## config.mk

```make
export PLATFORM = sky130hd
export DESIGN_NAME = ph_adc_wb
export DESIGN_NICKNAME = d
export VERILOG_FILES = /design/src/rtl/ph_adc_wb.sv
export SDC_FILE = /design/constraint.sdc
export NUM_CORES = 1
export LEC_CHECK = 0
export ABC_AREA = 1
export CORE_ASPECT_RATIO = 0.8
export CORE_MARGIN = 2
export CORE_UTILIZATION = 45
export DETAILED_ROUTE_END_ITERATION = 10
export PLACE_DENSITY = 0.71
export SLEW_MARGIN = 25
export SYNTH_ARGS = -nofsm -noshare
export SYNTH_HDL_FRONTEND = slang
export SYNTH_SLANG_ARGS = --single-unit
```

## constraint.sdc

```tcl
create_clock -name clk -period 4.3 [get_ports clk]
set_clock_uncertainty 0.1 [all_clocks]
set_input_delay 0.43 -clock clk [delete_from_list [all_inputs] [get_ports clk]]
set_output_delay 0.43 -clock clk [all_outputs]
set_load 0.01 [all_outputs]
```

## src/rtl/ph_adc_wb.sv

```systemverilog
// ph_adc_wb: Wishbone-controlled serial ADC front end with block averaging.
// Drives a 3-wire ADC (cs_n/sclk/miso), captures 12-bit raw samples,
// averages 2^AVG_LOG2 conversions and exposes results through four
// 32-bit registers (CTRL, STATUS, DATA, DIV).
// Optional feature macro: PH_ADC_IRQ_EN enables the IE bit and the
// registered new-average interrupt; without it intr is tied low.
module ph_adc_wb #(
  parameter int CLK_DIV  = 25,
  parameter int AVG_LOG2 = 3
) (
  input  logic        clk,
  input  logic        reset,
  input  logic [31:0] wb_adr_i,
  input  logic [31:0] wb_dat_i,
  output logic [31:0] wb_dat_o,
  input  logic        wb_stb_i,
  input  logic        wb_cyc_i,
  input  logic        wb_we_i,
  input  logic [3:0]  wb_sel_i,
  output logic        wb_ack_o,
  output logic        adc_cs_n,
  output logic        adc_sclk,
  input  logic        adc_miso,
  output logic        intr
);

  localparam int ACC_W = 12 + AVG_LOG2;
  localparam int NCONV = 1 << AVG_LOG2;

  typedef enum logic [1:0] {
    S_IDLE  = 2'd0,
    S_SETUP = 2'd1,
    S_SHIFT = 2'd2,
    S_HOLD  = 2'd3
  } state_t;

  // Bus-side registers
  logic        ack_q;
  logic [31:0] dat_q;
  logic        en_q;
  logic        valid_q;
  logic        ovr_q;
  logic [15:0] div_q;
  logic        ie_rd;

  // Conversion engine
  state_t      state_q;
  logic [15:0] div_cur_q;
  logic [15:0] cnt_q;
  logic [4:0]  half_q;
  logic        cs_n_q;
  logic        sclk_q;
  logic [15:0] sr_q;

  // Averaging datapath
  logic [ACC_W-1:0] acc_q;
  logic [4:0]       conv_q;
  logic             single_q;
  logic [11:0]      avg_q;
  logic [11:0]      raw_q;

  // Decode and event signals
  logic             wb_req, wr_en, rd_en;
  logic             sel_ctrl, sel_status, sel_data, sel_div;
  logic             busy, start_req, data_rd, ovr_w1c;
  logic             step_end, conv_end, avg_done, cont;
  logic [11:0]      raw_now;
  logic [ACC_W-1:0] sum;
  logic [ACC_W-1:0] sum_shifted;
  logic [31:0]      rdata;
  logic             unused_bits;

  // Address bits outside [3:2], byte selects and upper write data carry no meaning
  assign unused_bits = ^{wb_adr_i[31:4], wb_adr_i[1:0], wb_sel_i, wb_dat_i[31:16]};

  // A new request is only accepted once the previous ack has dropped
  assign wb_req     = wb_stb_i & wb_cyc_i & ~ack_q;
  assign wr_en      = wb_req & wb_we_i;
  assign rd_en      = wb_req & ~wb_we_i;
  assign sel_ctrl   = (wb_adr_i[3:2] == 2'd0);
  assign sel_status = (wb_adr_i[3:2] == 2'd1);
  assign sel_data   = (wb_adr_i[3:2] == 2'd2);
  assign sel_div    = (wb_adr_i[3:2] == 2'd3);

  // BUSY also covers the gap where an average is still being built
  assign busy      = (state_q != S_IDLE) || (conv_q != 5'd0);
  assign start_req = wr_en & sel_ctrl & wb_dat_i[1] & ~busy;
  assign data_rd   = rd_en & sel_data;
  assign ovr_w1c   = wr_en & sel_status & wb_dat_i[2];

  // Step timing: every FSM step is one half-period of div_cur_q cycles
  assign step_end = (cnt_q == div_cur_q - 16'd1);
  assign conv_end = (state_q == S_HOLD) && step_end && (half_q == 5'd1);
  assign raw_now  = sr_q[12:1];
  assign sum      = acc_q + ACC_W'(raw_now);
  assign avg_done = conv_end && (conv_q == 5'(NCONV - 1));
  // A finished average continues only in continuous mode; a partial one
  // continues if either continuous mode or a START-requested average is active
  assign cont     = avg_done ? en_q : (en_q | single_q);

  assign sum_shifted = sum >> AVG_LOG2;

`ifdef PH_ADC_IRQ_EN
  logic ie_q;
  logic intr_q;
  assign ie_rd = ie_q;
  assign intr  = intr_q;

  // Interrupt is a registered copy of IE & VALID
  always_ff @(posedge clk) begin
    if (reset) begin
      intr_q <= 1'b0;
    end else begin
      intr_q <= ie_q & valid_q;
    end
  end
`else
  assign ie_rd = 1'b0;
  assign intr  = 1'b0;
`endif

  // Read-data mux, sampled into dat_q when a read is accepted
  always_comb begin
    rdata = 32'h0;
    case (wb_adr_i[3:2])
      2'd0:    rdata = {29'h0, ie_rd, 1'b0, en_q};
      2'd1:    rdata = {29'h0, ovr_q, valid_q, busy};
      2'd2:    rdata = {4'h0, raw_q, 4'h0, avg_q};
      default: rdata = {16'h0, div_q};
    endcase
  end

  // Wishbone handshake and software-visible control/status registers
  always_ff @(posedge clk) begin
    if (reset) begin
      ack_q   <= 1'b0;
      dat_q   <= 32'h0;
      en_q    <= 1'b0;
      valid_q <= 1'b0;
      ovr_q   <= 1'b0;
      div_q   <= 16'(CLK_DIV);
`ifdef PH_ADC_IRQ_EN
      ie_q    <= 1'b0;
`endif
    end else begin
      ack_q <= wb_req;
      if (rd_en) begin
        dat_q <= rdata;
      end
      if (wr_en && sel_ctrl) begin
        en_q <= wb_dat_i[0];
`ifdef PH_ADC_IRQ_EN
        ie_q <= wb_dat_i[2];
`endif
      end
      if (wr_en && sel_div) begin
        div_q <= (wb_dat_i[15:0] == 16'h0) ? 16'd1 : wb_dat_i[15:0];
      end
      // A completing average wins over a same-cycle DATA read
      if (avg_done) begin
        valid_q <= 1'b1;
      end else if (data_rd) begin
        valid_q <= 1'b0;
      end
      // A new overrun wins over a same-cycle write-1-clear
      if (avg_done && valid_q) begin
        ovr_q <= 1'b1;
      end else if (ovr_w1c) begin
        ovr_q <= 1'b0;
      end
    end
  end

  // Conversion FSM: IDLE -> SETUP -> SHIFT (32 half-periods) -> HOLD (2) -> IDLE/SETUP
  always_ff @(posedge clk) begin
    if (reset) begin
      state_q   <= S_IDLE;
      div_cur_q <= 16'(CLK_DIV);
      cnt_q     <= 16'h0;
      half_q    <= 5'd0;
      cs_n_q    <= 1'b1;
      sclk_q    <= 1'b0;
      sr_q      <= 16'h0;
    end else begin
      case (state_q)
        S_IDLE: begin
          if (en_q || start_req) begin
            state_q   <= S_SETUP;
            cs_n_q    <= 1'b0;
            cnt_q     <= 16'h0;
            div_cur_q <= div_q;
          end
        end
        S_SETUP: begin
          if (step_end) begin
            state_q <= S_SHIFT;
            cnt_q   <= 16'h0;
            half_q  <= 5'd0;
          end else begin
            cnt_q <= cnt_q + 16'd1;
          end
        end
        S_SHIFT: begin
          if (step_end) begin
            cnt_q  <= 16'h0;
            sclk_q <= ~sclk_q;
            // Capture on the edge where SCLK rises
            if (!sclk_q) begin
              sr_q <= {sr_q[14:0], adc_miso};
            end
            if (half_q == 5'd31) begin
              state_q <= S_HOLD;
              cs_n_q  <= 1'b1;
              sclk_q  <= 1'b0;
              half_q  <= 5'd0;
            end else begin
              half_q <= half_q + 5'd1;
            end
          end else begin
            cnt_q <= cnt_q + 16'd1;
          end
        end
        S_HOLD: begin
          if (step_end) begin
            cnt_q <= 16'h0;
            if (half_q == 5'd1) begin
              half_q <= 5'd0;
              if (cont) begin
                // Back-to-back conversion; DIV is re-latched here so a
                // register write never disturbs a conversion in flight
                state_q   <= S_SETUP;
                cs_n_q    <= 1'b0;
                div_cur_q <= div_q;
              end else begin
                state_q <= S_IDLE;
              end
            end else begin
              half_q <= half_q + 5'd1;
            end
          end else begin
            cnt_q <= cnt_q + 16'd1;
          end
        end
        default: begin
          state_q <= S_IDLE;
          cs_n_q  <= 1'b1;
          sclk_q  <= 1'b0;
        end
      endcase
    end
  end

  // Averaging: accumulate each raw sample, publish the truncated mean
  always_ff @(posedge clk) begin
    if (reset) begin
      acc_q    <= '0;
      conv_q   <= 5'd0;
      single_q <= 1'b0;
      avg_q    <= 12'h0;
      raw_q    <= 12'h0;
    end else begin
      if (start_req) begin
        single_q <= 1'b1;
      end
      if (conv_end) begin
        raw_q <= raw_now;
        if (avg_done) begin
          avg_q    <= sum_shifted[11:0];
          acc_q    <= '0;
          conv_q   <= 5'd0;
          single_q <= 1'b0;
        end else if (!cont) begin
          // Stopped mid-average: drop the partial sum
          acc_q  <= '0;
          conv_q <= 5'd0;
        end else begin
          acc_q  <= sum;
          conv_q <= conv_q + 5'd1;
        end
      end
    end
  end

  assign wb_ack_o = ack_q;
  assign wb_dat_o = dat_q;
  assign adc_cs_n = cs_n_q;
  assign adc_sclk = sclk_q;

endmodule
```

# --- Yosys cells after proc, flatten, opt, wreduce, memory -nomap -nowiden ---
# Index checks and enable logic that the tools add are counted.
totals:
  regBits: 151
  word_cells: 125
  input_bits: 74
classes:
  muxes: 44
  n_reduce_logical: 26
  bitwise_logic: 15
  n_addsub: 5
  eq_ne: 17
op_table:
  columns: ["op", "count"]
  rows:
  - ["$mux W16", 7]
  - ["$pmux W28 S3", 1]
  - ["$pmux W16 S2", 2]
  - ["$mux W5", 7]
  - ["$mux W15", 2]
  - ["$add A16 B1 Y16 const B", 1]
  - ["$eq A16 B16 Y1", 1]
  - ["$logic_not A16 Y1", 1]
  - ["$mux W1", 16]
  - ["$sub A16 B1 Y16 const B", 1]
  - ["$add A15 B12 Y15", 1]
  - ["$pmux W5 S3", 1]
  - ["$mux W2", 6]
  - ["$ne A2 B2 Y1 const B", 6]
  - ["$add A5 B1 Y5 const B", 2]
  - ["$and A1 B1 Y1", 10]
  - ["$eq A2 B2 Y1 const B", 4]
  - ["$pmux W2 S4", 1]
  - ["$reduce_bool A2 Y1", 4]
  - ["$reduce_and A7 Y1", 1]
  - ["$logic_and A1 B1 Y1", 6]
  - ["$reduce_and A6 Y1", 1]
  - ["$reduce_bool A3 Y1", 2]
  - ["$eq A5 B1 Y1 const B", 1]
  - ["15 further kinds", 22]

# --- Depth between registers and ports, before layout ---
depth:
  ltp_word: 10
  ltp_mapped: 22
  ltp_nobuf: 21

# --- Worst setup path before layout ---
# Ideal clock, no wire load.
synth_path:
  path_kind: "reg-to-reg"
  startpoint: "reg div_cur_q[0]"
  endpoint: "reg div_cur_q[0]"
  n_path_buf: 1
  required_ns: 4.066
  t_arrival_ns: 2.096
  setup_ns: 0.134
  path_slack_ns: 1.970
  stages_incl_launch_ff: 19
  cell_sequence: "dfxtp_1 inv_1 ha_1 nand3_2 nor2_2 nand2_1 nand2_1 nand2_1 nor2_1 nand3_1 nor2_2 nand4_1 nand2_1 nand3_2 nand2_4 inv_6 buf_6 nand2_1 nand3_1"
synth_between:
  elab_chain_cells: 8
synth_lines:
  columns: ["item", "line", "text"]
  rows:
  - ["start, declared", "48", "logic [15:0] div_cur_q;"]
  - ["start signal, assigned", "178", "div_cur_q <= 16'(CLK_DIV);"]
  - ["start signal, assigned", "191", "div_cur_q <= div_q;"]
  - ["start signal, assigned", "233", "div_cur_q <= div_q;"]
  - ["$sub A16 B1 Y16 (*)", "92", "assign step_end = (cnt_q == div_cur_q - 16'd1);"]
  - ["$eq A16 B16 Y1 (*)", "92", null]
  - ["$logic_and A1 B1 Y1 (2 in series)", "93", "assign conv_end = (state_q == S_HOLD) && step_end && (half_q == 5'd1);"]
  - ["$logic_and A1 B1 Y1", "96", "assign avg_done = conv_end && (conv_q == 5'(NCONV - 1));"]
  - ["$mux W1", "99", "assign cont = avg_done ? en_q : (en_q | single_q);"]
  - ["$ne A2 B2 Y1 (no source line)", null, null]
  - ["$reduce_and A5 Y1 (no source line) (*)", null, null]
# Every way passes the cells marked *; elsewhere a longest branch is shown, timed or not.
# A chain may end at the register's enable or synchronous reset.

# --- Final worst setup path ---
layout_path:
  startpoint: "reg div_cur_q[0]"
  endpoint: "reg conv_q[4]"
layout_between:
  elab_chain_cells: 8
layout_lines:
  columns: ["item", "line", "text"]
  rows:
  - ["$sub A16 B1 Y16 (*)", "92", null]
  - ["$eq A16 B16 Y1 (*)", "92", null]
  - ["$logic_and A1 B1 Y1 (*) (2 in series)", "93", null]
  - ["$logic_and A1 B1 Y1", "96", null]
  - ["$mux W1", "99", null]
  - ["$mux W5", "272", "end else if (!cont) begin"]
  - ["$mux W5", "267", "if (avg_done) begin"]
  - ["end signal, assigned", "278", "conv_q <= conv_q + 5'd1;"]
  - ["end, declared", "57", "logic [4:0] conv_q;"]
# Marks and branches as above.

==> summary.md <==
| Metric | Value |
|---|---|
| Dpl hpwl | `12700 um` |
| Routed WL | `17800 um` |
| Area Overhead vs Synth | `18.2%` |
| Vias post-DR | `6768` |
| DR vias/cell | `slightly above 5` |
| Sink Count | `147` |
| Core Region | `15900 sq um` |
| Critical-path cell list | `inv_1, ha_1, nand3_2, nor2_2, nand2_1, nand2_1, nand2_1, nor2_1, nand3_1, nor2_2, nand4_1, buf_4, nand2_1, nand2_1, o21ai_0, nor2_1` |
| CTS tree | `yes` |
| Setup TNS | `0 ns` |
| Root buffer cell | `clkbuf_16` |
| Final Hold Viols | `0` |
| Yosys reg bits | `147` |
| Die Area | `17300 sq um` |
| Largest net degree at the start of global routing | `64` |
| Number of synthesized flops with an enable pin | `0` |
| First-pass GRT wire length | `30000 um` |
| Register area share after synthesis | `0.402` |
| Worst-Margin Slew | `0.723 ns` |
| GRT Total Usage | `0.212` |
| Max Clk Rate | `310 MHz` |
| Slew Limit Fails | `0` |
| Clock transition at path regs | `0.06 ns` |
| Dominant register cell in the synthesized netlist | `dfxtp_1` |
| Max VDD drop | `approximately 0.00036 V` |
| Endpoints failing setup | `0` |
| Initial DRC Count | `roughly 580` |
| Port Buffer Count | `54` |
| CP Max Fanout | `17` |
| Ys Warns | `0` |
| Leakage power total | `3.53 nW` |
| Crit end category | `flip-flop` |
| Syn_area_per_cell | `approximately 7 sq um` |
| Most frequent cell on the critical path | `nand2_1` |
| Worst setup SP type | `flip-flop` |
| Number of CTS-inserted buffers | `17` |
| Ant diodes | `0` |
| Outcome | `complete, no violations` |
| Tmin final | `3.22 ns` |
| Crit-path slowest cell | `nand2_1` |
| Required time of the critical path | `about 4.5 ns` |
| Residual DRC | `0` |
| Async S/R FF share, synth | `0` |
| Synth unique cells | `45` |
| Share of cells above drive strength 1 | `0.0645` |
| Post-route antenna net violation count | `0` |
| Fin crit share | `0.749` |
| Vias in the first global route | `6006` |
| Cells after Synth | `1045` |
| Worst-Skew Late Latency | `roughly 0.43 ns` |
| Netlist Area Pre-Place | `roughly 7300 sq um` |
| Chip height | `between 100 and 150 um` |
| Total power | `4.02 mW` |
| WS Path Type | `reg2reg` |
| Detailed Routing Iterations Pass 1 | `5` |
| Initial antenna violation count | `0` |
| Max incr delay on CP | `0.42 ns` |
| Setup bufs post-CTS | `0` |
| Most frequent cells in the layout | `nand2_1 (237), dfxtp_1 (147), nor2_1 (113)` |
| Worst Path Arrival | `3.43 ns` |
| Max-cap violations | `0` |
| Delay-heaviest family, CP | `simple AND/OR/NAND/NOR gates` |
| Clock tree buffer depth | `2` |
| H-Tree Depth | `4` |
| Rel. slew slack | `0.517` |
| Hold Path Class | `reg2reg` |
| Die X-Extent | `147 um` |
| Hold buffer count at cts | `0` |
| Nets | `1185` |
| Wire per inst | `13.5 um` |
| Num rows | `41` |
| Post_cts resized | `0` |
| Pwr Density | `464 nW/um^2` |
| WP buf/inv | `2` |
| Leading cell type in the layout, fill and taps excluded | `nand2_1` |
| Initial Util | `0.462` |
| Placer Congestion | `around 0.91` |
| Top Ports | `110` |
| GR Overflow Total | `0` |
| RSZ-0062 raised after global routing | `no` |
==> stage by stage <==
stage	utilization	worst slack, ns	std cells	area [sq um]	hold slack, ns
final	0.546	1.08	1315	8660	0.344
after global routing	0.546	0.814	1315	8660	0.363
after detailed placement	0.505	1.13	1283	8010	0.334
after global placement	0.505	1.19	1283	8010	0.331
after CTS	0.546	1.11	1315	8660	0.344
after floorplan	-	1.97	1049	7340	0.320
==> flip-flops by register name, indices dropped and copies added (netlist names), 2 cells and up <==
| name | cells |
|---|---|
| div_cur_q | 16 |
| raw_q | 12 |
| avg_q | 12 |
| cnt_q | 16 |
| div_q | 16 |
| half_q | 5 |
| acc_q | 15 |
| sr_q | 13 |
| wb_dat_o | 28 |
| state_q | 2 |
| conv_q | 5 |
==> report_power, final <==
group / switching [mW] / total, mW / internal, mW
registers: 0.0875 / 1.52 / 1.43
clock network: 0.618 / 1.66 / 1.04
logic: 0.548 / 0.837 / 0.288
==> cell families after synthesis <==
kind of cell / synth area share
AOI/OAI and AO/OA: 0.154
xor gates and xnor gates: 0.0323
adders and majority gates: 0.0420
buffers and inverters: 0.0876
DFF: 0.402
other: 0.000512
and+or+nand+nor: 0.282
==> worst min-delay path: cells and delay by family (launching register included) <==
kind / cells / cell delay [ns]
compound gates: 1 / 0.05
flops: 1 / 0.31
buf+inv: 1 / 0.04
==> layout make-up <==
type / count / area (sq um)
inverters: 114 / 433
repair buffers: 63 / 603
clock buffers: 18 / 429
fillers: 1517 / 7190
clock inverters: 14 / 226
flip-flops and latches: 147 / 2940
well taps: 215 / 269
multi-input cells: 744 / 3760
==> final timing paths <==
check                from        end  slack (ns)  depth (start not counted)
max          div_cur_q[0]  conv_q[4]        1.08                         16
min               sr_q[0]    sr_q[0]        0.34                          2
max reg2reg  div_cur_q[0]  conv_q[4]        1.08                         16
min reg2reg       sr_q[0]    sr_q[0]        0.34                          2
==> synthesized netlist by cell type (5+ instances only) <==
library cell	number	area share
clkbuf_1	26	0.013
a31oi_1	13	0.011
nand3_1	54	0.037
buf_4	5	0.0051
nand4_1	23	0.020
buf_2	7	0.0048
nand3b_1	5	0.0051
dfxtp_1	147	0.40
o22ai_1	6	0.0051
nor4_1	5	0.0043
o21ai_1	5	0.0034
nor2_2	11	0.0094
nand2_1	237	0.12
ha_1	23	0.039
a21oi_1	91	0.062
nor2_1	113	0.058
nor3_1	11	0.0075
o21ai_0	81	0.055
xor2_1	21	0.025
inv_1	109	0.056
xnor2_1	6	0.0072
==> metal layers <==
layer | up-vias | wire, um | track usage
li1 | 3507 | - | -
met1 | 3087 | 9850 | 0.336
met2 | 159 | 6860 | 0.290
met3 | 15 | 902 | 0.0355
met4 | 0 | 197 | 0.0570
met5 | - | 0 | 0
(Power assumes the default switching activity.)
